===== src/rtl/gameover_overlay_if.sv =====
// ---------------------------------------------------------------------------
// gameover_overlay_if
//
// Pixel-stream bundle between the video timing/banner ROM side and the
// game-over compositor.
//
// Signals:
//   video_on     : visible-area flag, aligned with the x/y sent to the ROM
//   bg_rgb       : 12-bit background pixel, aligned with video_on
//   gameover_on  : banner opaque flag, one cycle after x/y (synchronous ROM)
//   gameover_rgb : 12-bit banner pixel, same alignment as gameover_on
//   rgb_out      : 12-bit final registered pixel toward the VGA pins
//
// Stream semantics: there is no valid/ready pair on this bundle. Every clock
// carries one pixel, and the compositor cannot stall the raster. video_on
// plays the role of "valid" for bg_rgb. gameover_on/gameover_rgb belong to
// the pixel presented one cycle earlier.
//
// Modports:
//   master : pixel source (timing generator + ROM), reads rgb_out
//   slave  : compositor, drives rgb_out
// ---------------------------------------------------------------------------
interface gameover_overlay_if;
  logic        video_on;
  logic [11:0] bg_rgb;
  logic        gameover_on;
  logic [11:0] gameover_rgb;
  logic [11:0] rgb_out;

  modport master (
    output video_on,
    output bg_rgb,
    output gameover_on,
    output gameover_rgb,
    input  rgb_out
  );

  modport slave (
    input  video_on,
    input  bg_rgb,
    input  gameover_on,
    input  gameover_rgb,
    output rgb_out
  );
endinterface


===== src/rtl/gameover_overlay.sv =====
// ---------------------------------------------------------------------------
// gameover_overlay
//
// Final compositor for the game-over banner. It sequences the banner through
// the blink, hold and rearm phases. It merges the banner over a dimmed or
// plain background and registers the result for the VGA pins. It also raises
// a one-cycle restart request once the player may restart.
//
// Ports:
//   clk           : pixel clock
//   reset_n       : asynchronous active-low reset
//   frame_tick    : one-cycle pulse at start of vertical blank
//   game_over     : level from game logic
//   restart       : debounced one-cycle button pulse
//   pix           : pixel stream bundle (slave side), carries rgb_out
//   restart_req   : one-cycle registered restart request
//   overlay_state : registered FSM state (0 IDLE, 1 BLINK, 2 HOLD, 3 REARM)
//
// Latency: rgb_out reflects the x/y presented two cycles earlier.
// ---------------------------------------------------------------------------
module gameover_overlay #(
  parameter int BLINK_FRAMES    = 30,
  parameter int BLINK_COUNT     = 3,
  parameter int HOLD_MIN_FRAMES = 60,
  parameter int DIM_SHIFT       = 1
) (
  input  logic               clk,
  input  logic               reset_n,
  input  logic               frame_tick,
  input  logic               game_over,
  input  logic               restart,
  gameover_overlay_if.slave  pix,
  output logic               restart_req,
  output logic [1:0]         overlay_state
);

  // One frame counter serves both BLINK and HOLD, so it is sized for the larger limit.
  localparam int CNT_MAX = (BLINK_FRAMES > HOLD_MIN_FRAMES) ? BLINK_FRAMES : HOLD_MIN_FRAMES;
  localparam int CNT_W   = $clog2(CNT_MAX + 1);
  localparam int TOG_MAX = 2 * BLINK_COUNT;
  localparam int TOG_W   = $clog2(TOG_MAX + 1);

  localparam logic [CNT_W-1:0] BLINK_LAST = CNT_W'(BLINK_FRAMES - 1);
  localparam logic [CNT_W-1:0] HOLD_SAT   = CNT_W'(HOLD_MIN_FRAMES);
  localparam logic [TOG_W-1:0] TOG_LAST   = TOG_W'(TOG_MAX - 1);

  typedef enum logic [1:0] {
    IDLE  = 2'd0,
    BLINK = 2'd1,
    HOLD  = 2'd2,
    REARM = 2'd3
  } state_t;

  state_t             state;
  logic [CNT_W-1:0]   frame_cnt;
  logic [TOG_W-1:0]   tog_cnt;
  logic               phase;
  logic               dim_en;
  logic               text_en;
  logic [11:0]        bg_d;
  logic               von_d;
  logic [11:0]        pix_next;

  assign overlay_state = state;

  // Sequencer. Abort (game_over low) takes priority over every other event.
  always_ff @(posedge clk or negedge reset_n) begin
    if (!reset_n) begin
      state       <= IDLE;
      frame_cnt   <= '0;
      tog_cnt     <= '0;
      phase       <= 1'b1;
      restart_req <= 1'b0;
    end else begin
      restart_req <= 1'b0;
      case (state)
        IDLE: begin
          if (game_over) begin
            state     <= BLINK;
            frame_cnt <= '0;
            tog_cnt   <= '0;
            phase     <= 1'b1;
          end
        end
        BLINK: begin
          if (!game_over) begin
            state <= IDLE;
          end else if (frame_tick) begin
            if (frame_cnt == BLINK_LAST) begin
              frame_cnt <= '0;
              tog_cnt   <= tog_cnt + 1'b1;
              // The last toggle goes straight to HOLD. The banner stays
              // visible, and this tick is not counted toward the hold time.
              if (tog_cnt == TOG_LAST) begin
                state <= HOLD;
                phase <= 1'b1;
              end else begin
                phase <= ~phase;
              end
            end else begin
              frame_cnt <= frame_cnt + 1'b1;
            end
          end
        end
        HOLD: begin
          if (!game_over) begin
            state <= IDLE;
          end else if (restart && (frame_cnt == HOLD_SAT)) begin
            state       <= REARM;
            restart_req <= 1'b1;
          end else if (frame_tick && (frame_cnt != HOLD_SAT)) begin
            frame_cnt <= frame_cnt + 1'b1;
          end
        end
        REARM: begin
          if (!game_over) state <= IDLE;
        end
        default: state <= IDLE;
      endcase
    end
  end

  // The display mode changes only at vertical blank, so a frame is never
  // drawn half in one mode and half in the other.
  always_ff @(posedge clk or negedge reset_n) begin
    if (!reset_n) begin
      dim_en  <= 1'b0;
      text_en <= 1'b0;
    end else if (frame_tick) begin
      dim_en  <= (state != IDLE);
      text_en <= ((state == BLINK) || (state == HOLD)) && phase;
    end
  end

  always_comb begin
    pix_next = bg_d;
    if (!von_d) begin
      pix_next = 12'h000;
    end else if (text_en && pix.gameover_on) begin
      pix_next = pix.gameover_rgb;
    end else if (dim_en) begin
      pix_next = {bg_d[11:8] >> DIM_SHIFT, bg_d[7:4] >> DIM_SHIFT, bg_d[3:0] >> DIM_SHIFT};
    end
  end

  // Stage 1 delays the background so that it lines up with the ROM output.
  // Stage 2 registers the composed pixel.
  always_ff @(posedge clk or negedge reset_n) begin
    if (!reset_n) begin
      bg_d        <= 12'h000;
      von_d       <= 1'b0;
      pix.rgb_out <= 12'h000;
    end else begin
      bg_d        <= pix.bg_rgb;
      von_d       <= pix.video_on;
      pix.rgb_out <= pix_next;
    end
  end

endmodule


===== src/flat_wrapper.sv =====
// flat-port wrapper written by rule: the top's interface ports become plain ports
module gameover_overlay_flat 
#(
  parameter int BLINK_FRAMES    = 30,
  parameter int BLINK_COUNT     = 3,
  parameter int HOLD_MIN_FRAMES = 60,
  parameter int DIM_SHIFT       = 1
)
  (clk, reset_n, frame_tick, game_over, restart, restart_req, overlay_state, pix_video_on, pix_bg_rgb, pix_gameover_on, pix_gameover_rgb, pix_rgb_out);
  gameover_overlay_if pix_i ();
  input  logic clk;
  input  logic reset_n;
  input  logic frame_tick;
  input  logic game_over;
  input  logic restart;
  output logic restart_req;
  output logic [1:0] overlay_state;
  input wire logic [$bits(pix_i.video_on)-1:0] pix_video_on;
  input wire logic [$bits(pix_i.bg_rgb)-1:0] pix_bg_rgb;
  input wire logic [$bits(pix_i.gameover_on)-1:0] pix_gameover_on;
  input wire logic [$bits(pix_i.gameover_rgb)-1:0] pix_gameover_rgb;
  output wire logic [$bits(pix_i.rgb_out)-1:0] pix_rgb_out;
  assign pix_i.video_on = pix_video_on;
  assign pix_i.bg_rgb = pix_bg_rgb;
  assign pix_i.gameover_on = pix_gameover_on;
  assign pix_i.gameover_rgb = pix_gameover_rgb;
  assign pix_rgb_out = pix_i.rgb_out;
  gameover_overlay #(.BLINK_FRAMES(BLINK_FRAMES), .BLINK_COUNT(BLINK_COUNT), .HOLD_MIN_FRAMES(HOLD_MIN_FRAMES), .DIM_SHIFT(DIM_SHIFT)) u_core (.clk(clk), .reset_n(reset_n), .frame_tick(frame_tick), .game_over(game_over), .restart(restart), .pix(pix_i), .restart_req(restart_req), .overlay_state(overlay_state));
endmodule

===== config.mk =====
export PLATFORM = sky130hd
export DESIGN_NAME = gameover_overlay_flat
export DESIGN_NICKNAME = d
export VERILOG_FILES = /design/src/rtl/gameover_overlay_if.sv /design/src/rtl/gameover_overlay.sv /design/src/flat_wrapper.sv
export SDC_FILE = /design/constraint.sdc
export NUM_CORES = 1
export LEC_CHECK = 0
export BUFFER_PORTS_ARGS = -buffer_cell sky130_fd_sc_hd__buf_2
export CAP_MARGIN = 20
export CORE_MARGIN = 3
export CORE_UTILIZATION = 40
export CTS_BUF_LIST = sky130_fd_sc_hd__clkbuf_16
export DETAILED_ROUTE_END_ITERATION = 7
export PLACE_DENSITY_LB_ADDON = 0.15
export SLEW_MARGIN = 20
export SYNTH_ARGS = -nofsm -noshare
export SYNTH_HDL_FRONTEND = slang
export SYNTH_SLANG_ARGS = --single-unit

===== constraint.sdc =====
create_clock -name clk -period 3.1 [get_ports clk]
set_input_delay 0.62 -clock clk [delete_from_list [all_inputs] [get_ports clk]]
set_output_delay 0.62 -clock clk [all_outputs]
set_load 0.005 [all_outputs]

Word-level counts from Yosys, hierarchy flattened. Cells that the tools add are included.

Word-level logic and storage cells: 78. Output and inout port bits: 15. Input bits: 31. Register bits: 40.

Equality and inequality tests: 19. Reductions and logical operators: 12. Add/sub/neg operators: 2. Muxes and demuxes: 34. Bitwise gates (word level): 1.

Operators by type and width (number): $mux W6 (7); $mux W12 (3); $pmux W6 S3 (1); $mux W2 (8); $mux W3 (4); $ne A2 B2 Y1 const B (6); $ne A3 B2 Y1 const B (3); $mux W1 (8); $pmux W2 S4 (1); $reduce_and A7 Y1 (1); $add A6 B1 Y6 const B (1); $eq A6 B5 Y1 const B (1); $eq A6 B6 Y1 const B (1); $ne A6 B6 Y1 const B (1); $pmux W3 S2 (1); $reduce_and A6 Y1 (1); $reduce_and A5 Y1 (1); $eq A2 B2 Y1 const B (2); $logic_and A1 B1 Y1 (4); $ne A2 B1 Y1 const B (2); $reduce_bool A2 Y1 (2); $add A3 B1 Y3 const B (1); $eq A3 B3 Y1 const B (1); $ne A3 B3 Y1 const B (1); other kinds (6) (6).

Longest topological paths before layout. Gate-level depths: netlist of the first run.

Depth after elaboration: 6. Gate-level depth with buffers: 7. Mapped depth without buffers: 7.

Worst setup path before layout of the first run. Ideal clock, no wire load.

Path kind: register to register. Start: register u_core.state[1], in the netlist u_core.overlay_state[1]. End: register u_core.frame_cnt[5]. Buffers on the path: 0. Required time: 2.996 ns. Cell stages (with the launch flop): 8. Slack: 1.100 ns. Arrival: 1.896 ns. Clock period less this slack: 2.000 ns. Library setup time: 0.104 ns. Path through: dfrtp_1 inv_1 ha_1 or2_4 a221oi_2 o21ai_2 or2_4 o41ai_2.

Longest elaborated chain between the ends: 3. Elaborated cells on any way between the ends: 12. Classes of those cells: eq/ne (8); mux (1); reduce/logical (3).

RTL lines: start, declared (RTL line gameover_overlay.sv:54) `state_t state;`; start signal, assigned (RTL line gameover_overlay.sv:69) `state <= IDLE;`; start signal, assigned (RTL line gameover_overlay.sv:79) `state <= BLINK;`; start signal, assigned (RTL line gameover_overlay.sv:87) `state <= IDLE;`; $eq A2 B2 Y1 (tied with other cells) (RTL line gameover_overlay.sv:76) `case (state)`; $ne A2 B2 Y1 (no line) (tied with other cells); $reduce_and A7 Y1 (no line); end signal, assigned (RTL line gameover_overlay.sv:101) `frame_cnt <= frame_cnt + 1'b1;`; end signal, assigned (RTL line gameover_overlay.sv:112) `frame_cnt <= frame_cnt + 1'b1;`; end, declared (RTL line gameover_overlay.sv:55) `logic [CNT_W-1:0] frame_cnt;`.

Parallel ways exist; a longest one is shown, timed or not. A chain may end at the register's enable or synchronous reset.

Worst setup path in the final report of the first run. Ends and elaborated chain as after synthesis.

==> results of run 1 <==
-- registers in the layout (all words and copies together) (netlist names) --
signal,count
u_core.overlay_state,2
u_core.text_en,1
u_core.restart_req,1
u_core.frame_cnt,6
u_core.phase,1
u_core.von_d,1
u_core.bg_d,12
u_core.tog_cnt,3
u_core.pix.rgb_out,12
u_core.dim_en,1
-- area by class of cell --
cell class	count	area, um2	area share (%)
well taps	52	65.1	2.83
clock inverters	3	11.3	0.489
clock buffers	5	125	5.43
flip-flops and latches	40	1000	43.5
inverters	9	33.8	1.47
multi-input cells	116	840	36.5
repair buffers	45	225	9.78
-- cell usage after synthesis, types with 2 or more instances --
library cell | count | share of area, %
nand3_1 | 7 | 1.8
nor2b_1 | 2 | 0.66
inv_1 | 9 | 1.8
nor2_1 | 5 | 0.99
nand3b_1 | 5 | 2.0
o211a_1 | 9 | 4.7
o22ai_1 | 2 | 0.66
o31ai_1 | 3 | 1.2
a21boi_0 | 3 | 1.2
a21oi_1 | 4 | 1.1
mux2i_1 | 11 | 5.8
ha_1 | 11 | 7.2
a22o_1 | 2 | 0.92
o21ai_0 | 10 | 2.6
nand2_1 | 22 | 4.3
dfrtp_1 | 39 | 51
clkbuf_1 | 5 | 0.99
or2_4 | 2 | 0.92
nand2b_1 | 3 | 0.99
a31oi_1 | 3 | 0.99
-- stage by stage --
step           power (mW)  worst slack (ns)  instance area [um2]
2_1_floorplan        1.08              1.10                 1900
3_3_place_gp         1.22              1.02                 2170
3_5_place_dp         1.24             0.933                 2170
4_1_cts              1.72             0.916                 2300
5_1_grt              1.83             0.765                 2300
6_report             1.70             0.919                 2300
-- power groups by stage --
stage                     Clock [mW]  Combinational [mW]  Sequential (mW)
after global placement             0               0.517            0.705
after detailed placement           0               0.531            0.710
after floorplan                    0               0.404            0.673
after global routing           0.519               0.599            0.715
after CTS                      0.486               0.534            0.700
final                          0.470               0.530            0.700
-- metal layers --
layer | global-route usage (%) | vias up
met5 | 0 | -
met4 | 5.73 | 0
met3 | 6.14 | 6
met2 | 25.5 | 43
met1 | 19.9 | 672
li1 | - | 698
-- worst max-delay path: stages (launching register included) --
cell      delay [ns]
dfrtp_1         0.42
inv_1           0.11
ha_1            0.29
or2_4           0.30
a221oi_2        0.24
o21ai_2         0.15
or2_4           0.30
o41ai_2         0.26
-- worst max-delay path by stage --
| stage | endpoint | cells after the start |
|---|---|---|
| floorplan | u_core.frame_cnt[5]$_DFFE_PN0P_ | 7 |
| global placement | u_core.frame_cnt[5]$_DFFE_PN0P_ | 7 |
| detailed placement | u_core.frame_cnt[5]$_DFFE_PN0P_ | 7 |
| CTS | u_core.frame_cnt[5]$_DFFE_PN0P_ | 7 |
| global route | u_core.frame_cnt[5]$_DFFE_PN0P_ | 7 |
| finish | u_core.frame_cnt[5]$_DFFE_PN0P_ | 7 |
-- logic make-up (layout without fill, tap and decap cells) --
logic type,count (synthesis),in the layout,synth area share (%)
adders and majority gates,11,11,7.25
AOI/OAI and AO/OA,42,42,17.2
DFF,40,40,52.8
muxes,11,11,5.80
and+or+nand+nor,52,52,14.0
buffers and inverters,15,62,3.03
==> metrics.md, run 1 <==
| Metric | Value |
|---|---|
| Run status | `complete, no violations` |
| CTS sink cnt | `40` |
| Internal power | `1.15 mW` |
| Post-synth ARST share | `100%` |
| Layout cell share with drive strength beyond 1 | `26.6%` |
| GRT Residual Overflow | `0` |
| Worst Hold Class | `input pin to flop` |
| Drt total wl | `3940 um` |
| Commonest non-fill, non-tap cell in the layout | `buf_2` |
| Reg-to-Reg Start | `u_core.overlay_state[1]$_DFFE_PN0P_` |
| Part of the power in registers | `41.2%` |
| Via Count | `1419` |
| Max layer used | `met4` |
| Post-detailed-route via-to-cell ratio | `5.26` |
| Max Clock Skew | `0.00554 ns` |
| Area growth syn-to-layout | `21.2%` |
| Crit path required time | `3.28 ns` |
| Final Max Slew Viols | `0` |
| Hold Path End | `u_core.bg_d[8]$_DFF_PN0_` |
| TritonRoute pass-1 iters | `4` |
| TritonCTS clock tree | `yes` |
| Worst Max-Slew Pin Slew | `0.874 ns` |
| Routed wl met2 | `1890 um` |
| Vias in the first global route | `1416` |
| Drt drc | `0` |
| I/O pin cnt | `46` |
| Post-synthesis sequential area ratio | `52.8%` |
| Postcts setup bufs | `0` |
| Most frequent cells in the layout | `buf_2, dfrtp_1, nand2_1` |
| Worst skew pair latency | `0.28 ns` |
| Final weighted congestion in routability-driven placement | `0.815` |
| Net Sw Power | `0.549 mW` |
| Critical path peak fanout | `8` |
| Hold WS | `0.449 ns` |
| Yosys reg bits | `40` |
| CTS Buf Count | `5` |
| RSZ-0062 raised after global routing | `false` |
| Port buffer count | `45` |
| CP Class | `flop to flop` |
| ANT nets after route | `0` |
| Most common flop cell mapped by yosys | `dfrtp_1` |
| Die W | `74.9 um` |
| Core Region | `4470 um2` |
| Leak Pwr | `1.18 nW` |
| Final Critical Period | `2.18 ns` |
| Peak VDD IR | `0.000424 V` |
| PwrDens | `739 nW/um2` |
| Cts hold-fix bufs | `0` |
| Die Height | `74.9 um` |
| Fin nets | `259` |
| Initial Util | `42.4%` |
| Crit path launch type | `flop` |
| Max Cap Violations | `0` |
| WL/cell | `14.6 um` |
| Iteration-0 DRC Markers | `84` |
| CP startpoint | `u_core.overlay_state[1]$_DFFE_PN0P_` |
| Clock share of power | `27.7%` |
| Relative slew slack | `41.7%` |
| Initial antenna violation count | `0` |
| Avg Cell Area, Syn | `11.1 um2` |
| Root buf cell | `clkbuf_16` |
| DP HPWL | `2910 um` |
| Area of the mapped netlist | `1900 um2` |
| H-tree depth | `2` |
| Number of synthesis warnings | `0` |
| Crit. End Element | `flop` |
| Min-delay src | `pix_bg_rgb[8]` |
| Number of fill cells in the layout | `413` |
| Clock-pin slew on the worst setup and hold paths | `0.06 ns` |
| DIE AREA | `5610 um2` |
| Clock buffer depth | `2` |
| Reg2reg end | `u_core.frame_cnt[5]$_DFFE_PN0P_` |
| DP Cell Count | `262` |
| WL met1 | `1720 um` |
| Post-Route Utilization | `51.5%` |
| Period utilization | `70.3%` |
| Distinct cells, synth | `34` |
| CTS resizes | `0` |
| Syn Nets | `213` |
| Number of hold-slack violations in the final timing report | `0` |
| Final TNS setup | `0 ns` |
| Final Setup Violations | `0` |
| First-pass GRT wire length | `6670 um` |
| Post-synth EDFFs | `0` |
| Cells on Worst Hold Path | `1` |
| Flop-to-flop setup slack | `0.92 ns` |
| Post-Synthesis Cells | `171` |
| Worst Reg-to-Reg Cells | `7` |
| CP arrival | `2.36 ns` |
| Metal3 WL | `263 um` |
| Max frequency | `459 MHz` |
| Largest net degree at the start of global routing | `41` |
| Power share of the combinational group | `31.2%` |
| Global Route Usage Sum | `16.0%` |
| Ant diodes | `0` |
| FP Rows | `24` |
| Net Sw Frac | `32.3%` |
| Cell Count, Final, Fillers Out | `270` |
Power figures use the tool's default switching activity.
==> run 2, diff against run 1 <==
==> constraint.sdc (replaced) <==
create_clock -name clk -period 1.95 [get_ports clk]
set_input_delay 0.39 -clock clk [delete_from_list [all_inputs] [get_ports clk]]
set_output_delay 0.39 -clock clk [all_outputs]
set_load 0.005 [all_outputs]
==> run 2 against run 1 <==
Clock skew down 0.0011 ns. Setup slack lost 0.81 ns. Sequential share of layout area is 2.2 points lower. Sequential cell count is the same. First-iteration DRC count rose by 13%. Critical path depth did not move. Wire length rose by 5.5%. Cell count increased by 3.7%. Utilization grew 2.8 points. Final area is 5.4% higher. Die area unchanged. Critical endpoint is now u_core.frame_cnt[3]$_DFFE_PN0P_.
==> metrics.md, run 2 (synthesis results as in run 1) <==
| Metric | Value |
|---|---|
| Number of hold-slack violations in the final timing report | `0 (unchanged)` |
| Critical path peak fanout | `5 (-3)` |
| Peak VDD IR | `0.000584 V (+37%)` |
| Max Cap Violations | `0 (unchanged)` |
| Global Route Usage Sum | `16.2% (+0.15 points)` |
| Max frequency | `542 MHz (+18%)` |
| Worst skew pair latency | `0.28 ns (about the same)` |
| CP cell instances | `inv_2, ha_2, or2_4, a221oi_2, o21ai_2, or2_4, o31ai_1` |
| Period utilization | `94.6% (+24 points)` |
| Initial Util | `42.4% (unchanged)` |
| Port buffer count | `45 (unchanged)` |
| Final Max Slew Viols | `0 (unchanged)` |
| Root buf cell | `clkbuf_16` |
| Final Setup Violations | `0 (unchanged)` |
| Footprint of the multi-input gates | `870 um2 (+3.6%)` |
| Largest net degree at the start of global routing | `22 (-46%)` |
| Most frequent cells in the layout | `buf_2, dfrtp_1, nand2_1, mux2i_1` |
| Clock buffer depth | `2 (unchanged)` |
| Ant diodes | `0 (unchanged)` |
| Crit path launch type | `flop` |
| Commonest non-fill, non-tap cell in the layout | `buf_2` |
| Fin nets | `269 (+3.9%)` |
| RSZ-0062 raised after global routing | `false` |
| Worst path max stage delay | `0.39 ns (-0.03 ns)` |
| Drt total wl | `4150 um (+5.5%)` |
| TritonCTS clock tree | `yes` |
| Core Region | `4470 um2 (unchanged)` |
| Vias in the first global route | `1450 (+2.4%)` |
| DIE AREA | `5610 um2 (unchanged)` |
| CP startpoint | `u_core.overlay_state[0]$_DFFE_PN0P_` |
| Design area | `2430 um2 (+5.4%)` |
| CTS sink cnt | `40 (unchanged)` |
| Relative slew slack | `58.0% (+16 points)` |
| H-tree depth | `2 (unchanged)` |
| Run status | `complete, no violations` |
| Post-Route Utilization | `54.3% (+2.8 points)` |
| Iteration-0 DRC Markers | `95 (+13%)` |
| Critical path's slowest cell | `dfrtp_1` |
| Layout cell share with drive strength beyond 1 | `33.3% (+6.7 points)` |
| Final weighted congestion in routability-driven placement | `0.851 (+4.5%)` |
| Die W | `74.9 um (unchanged)` |
| Sequential Area | `1000 um2 (unchanged)` |
| WL/cell | `14.8 um (+1.8%)` |
| CP arrival | `2.03 ns (-0.33 ns)` |
| DP HPWL | `3090 um (+6.2%)` |
| Initial antenna violation count | `0 (unchanged)` |
| Worst setup margin | `0.105 ns (-0.815 ns)` |
| Drt drc | `0 (unchanged)` |
| Clock-pin slew on the worst setup and hold paths | `0.06 ns (about the same)` |
| ANT nets after route | `0 (unchanged)` |
| Pre-CTS setup slack | `-0.00671 ns (-0.940 ns)` |
| Crit. End Element | `flop` |
| Worst Max-Slew Pin Slew | `0.628 ns (-0.246 ns)` |
| Critical Path Most Common Cell | `or2_4` |
| Post-detailed-route via-to-cell ratio | `5.19 (-1.3%)` |
| Leak Pwr | `1.26 nW (+6.5%)` |
| I/O pin cnt | `46 (unchanged)` |
| First-pass GRT wire length | `6860 um (+2.9%)` |
| TritonRoute pass-1 iters | `4 (unchanged)` |
| CP Class | `flop to flop` |
| Final Critical Period | `1.85 ns (-0.335 ns)` |
| Max Clock Skew | `0.00448 ns (-0.00106 ns)` |
| CTS Buf Count | `5 (unchanged)` |
| Placed Instance Area | `2230 um2 (+2.9%)` |
| PwrDens | `1200 nW/um2 (+63%)` |
| Crit path required time | `2.14 ns (-1.14 ns)` |
| FP Rows | `24 (unchanged)` |
| Die Height | `74.9 um (unchanged)` |
| Number of fill cells in the layout | `403 (-2.4%)` |
| GRT Residual Overflow | `0 (unchanged)` |
| Via Count | `1452 (+2.3%)` |
| Worst Hold Class | `input pin to async pin` |
| Reg-to-Reg Start | `u_core.overlay_state[0]$_DFFE_PN0P_` |
| Area growth syn-to-layout | `27.8%` |
| Largest regs | `u_core.bg_d: 12 flops, u_core.pix.rgb_out: 12 flops, u_core.frame_cnt: 6 flops` |
[run 2: changes by cell type in the layout (fill, tap and decap cells not counted), sizes merged]
cell	previous run	this run
inv	11	9
clkinv	1	3
buf	45	55
[run 2: repair_timing]
action	4_1_cts	5_1_grt
buffers inserted	1	3
endpoints found under the hold margin	0	0
resized for setup	0	5
cloned	0	0
pin swaps	0	3
hold buffers	0	0
endpoints found under the setup margin	1	3
[run 2: through the flow]
stage               total power [mW]  setup TNS, ns  hold WS [ns]  instances
floorplan                       1.72              0        0.0944        171
global placement                2.01              0         0.364        268
detailed placement              2.05       -0.00671         0.372        268
CTS                             2.86              0        0.0721        277
global route                    3.14              0        0.0958        280
finish                          2.92              0        0.0558        280
[run 2: critical path: cells and delay by family (launching register included)]
family | cells | cell delay, ns
buf+inv | 1 | 0.05
simple gates | 2 | 0.53
flops | 1 | 0.39
compound gates | 3 | 0.58
fa+ha+maj | 1 | 0.19
[run 2: final cells by class]
cell class                      instances  area share (%)
Tap cell                               52            2.68
Clock inverter                          3           0.773
Inverter                                9            1.39
Sequential cell                        40            41.3
Timing Repair Buffer                   55            12.9
Multi-Input combinational cell        116            35.8
Clock buffer                            5            5.15
[run 2: routing by layer]
metal  up-vias  track usage [%]  wire, um
li1        718                -         -
met1       696             21.0      1800
met2        32             26.0      2060
met3         6             3.87       227
met4         0             6.52        68
met5         -                0         0
[run 2: path summary, 6_finish.rpt]
| kind | endpoint | slack (ns) | cells after the start |
|---|---|---|---|
| worst max register to register | u_core.frame_cnt[3]$_DFFE_PN0P_ | 0.10 | 7 |
| worst max-delay path | u_core.frame_cnt[3]$_DFFE_PN0P_ | 0.10 | 7 |
| worst min register to register | u_core.tog_cnt[1]$_DFFE_PN0P_ | 0.54 | 1 |
| max in group asynchronous | u_core.bg_d[4]$_DFF_PN0_ | 1.42 | 2 |
| min in group clk | u_core.bg_d[5]$_DFF_PN0_ | 0.21 | 1 |
| worst min-delay path | u_core.pix.rgb_out[0]$_DFF_PN0_ | 0.06 | 1 |
[run 2: where the power goes]
part           total (mW)  switching, mW  internal, mW
Sequential           1.10          0.135         0.968
Clock               0.788          0.318         0.471
Combinational        1.02          0.518         0.506
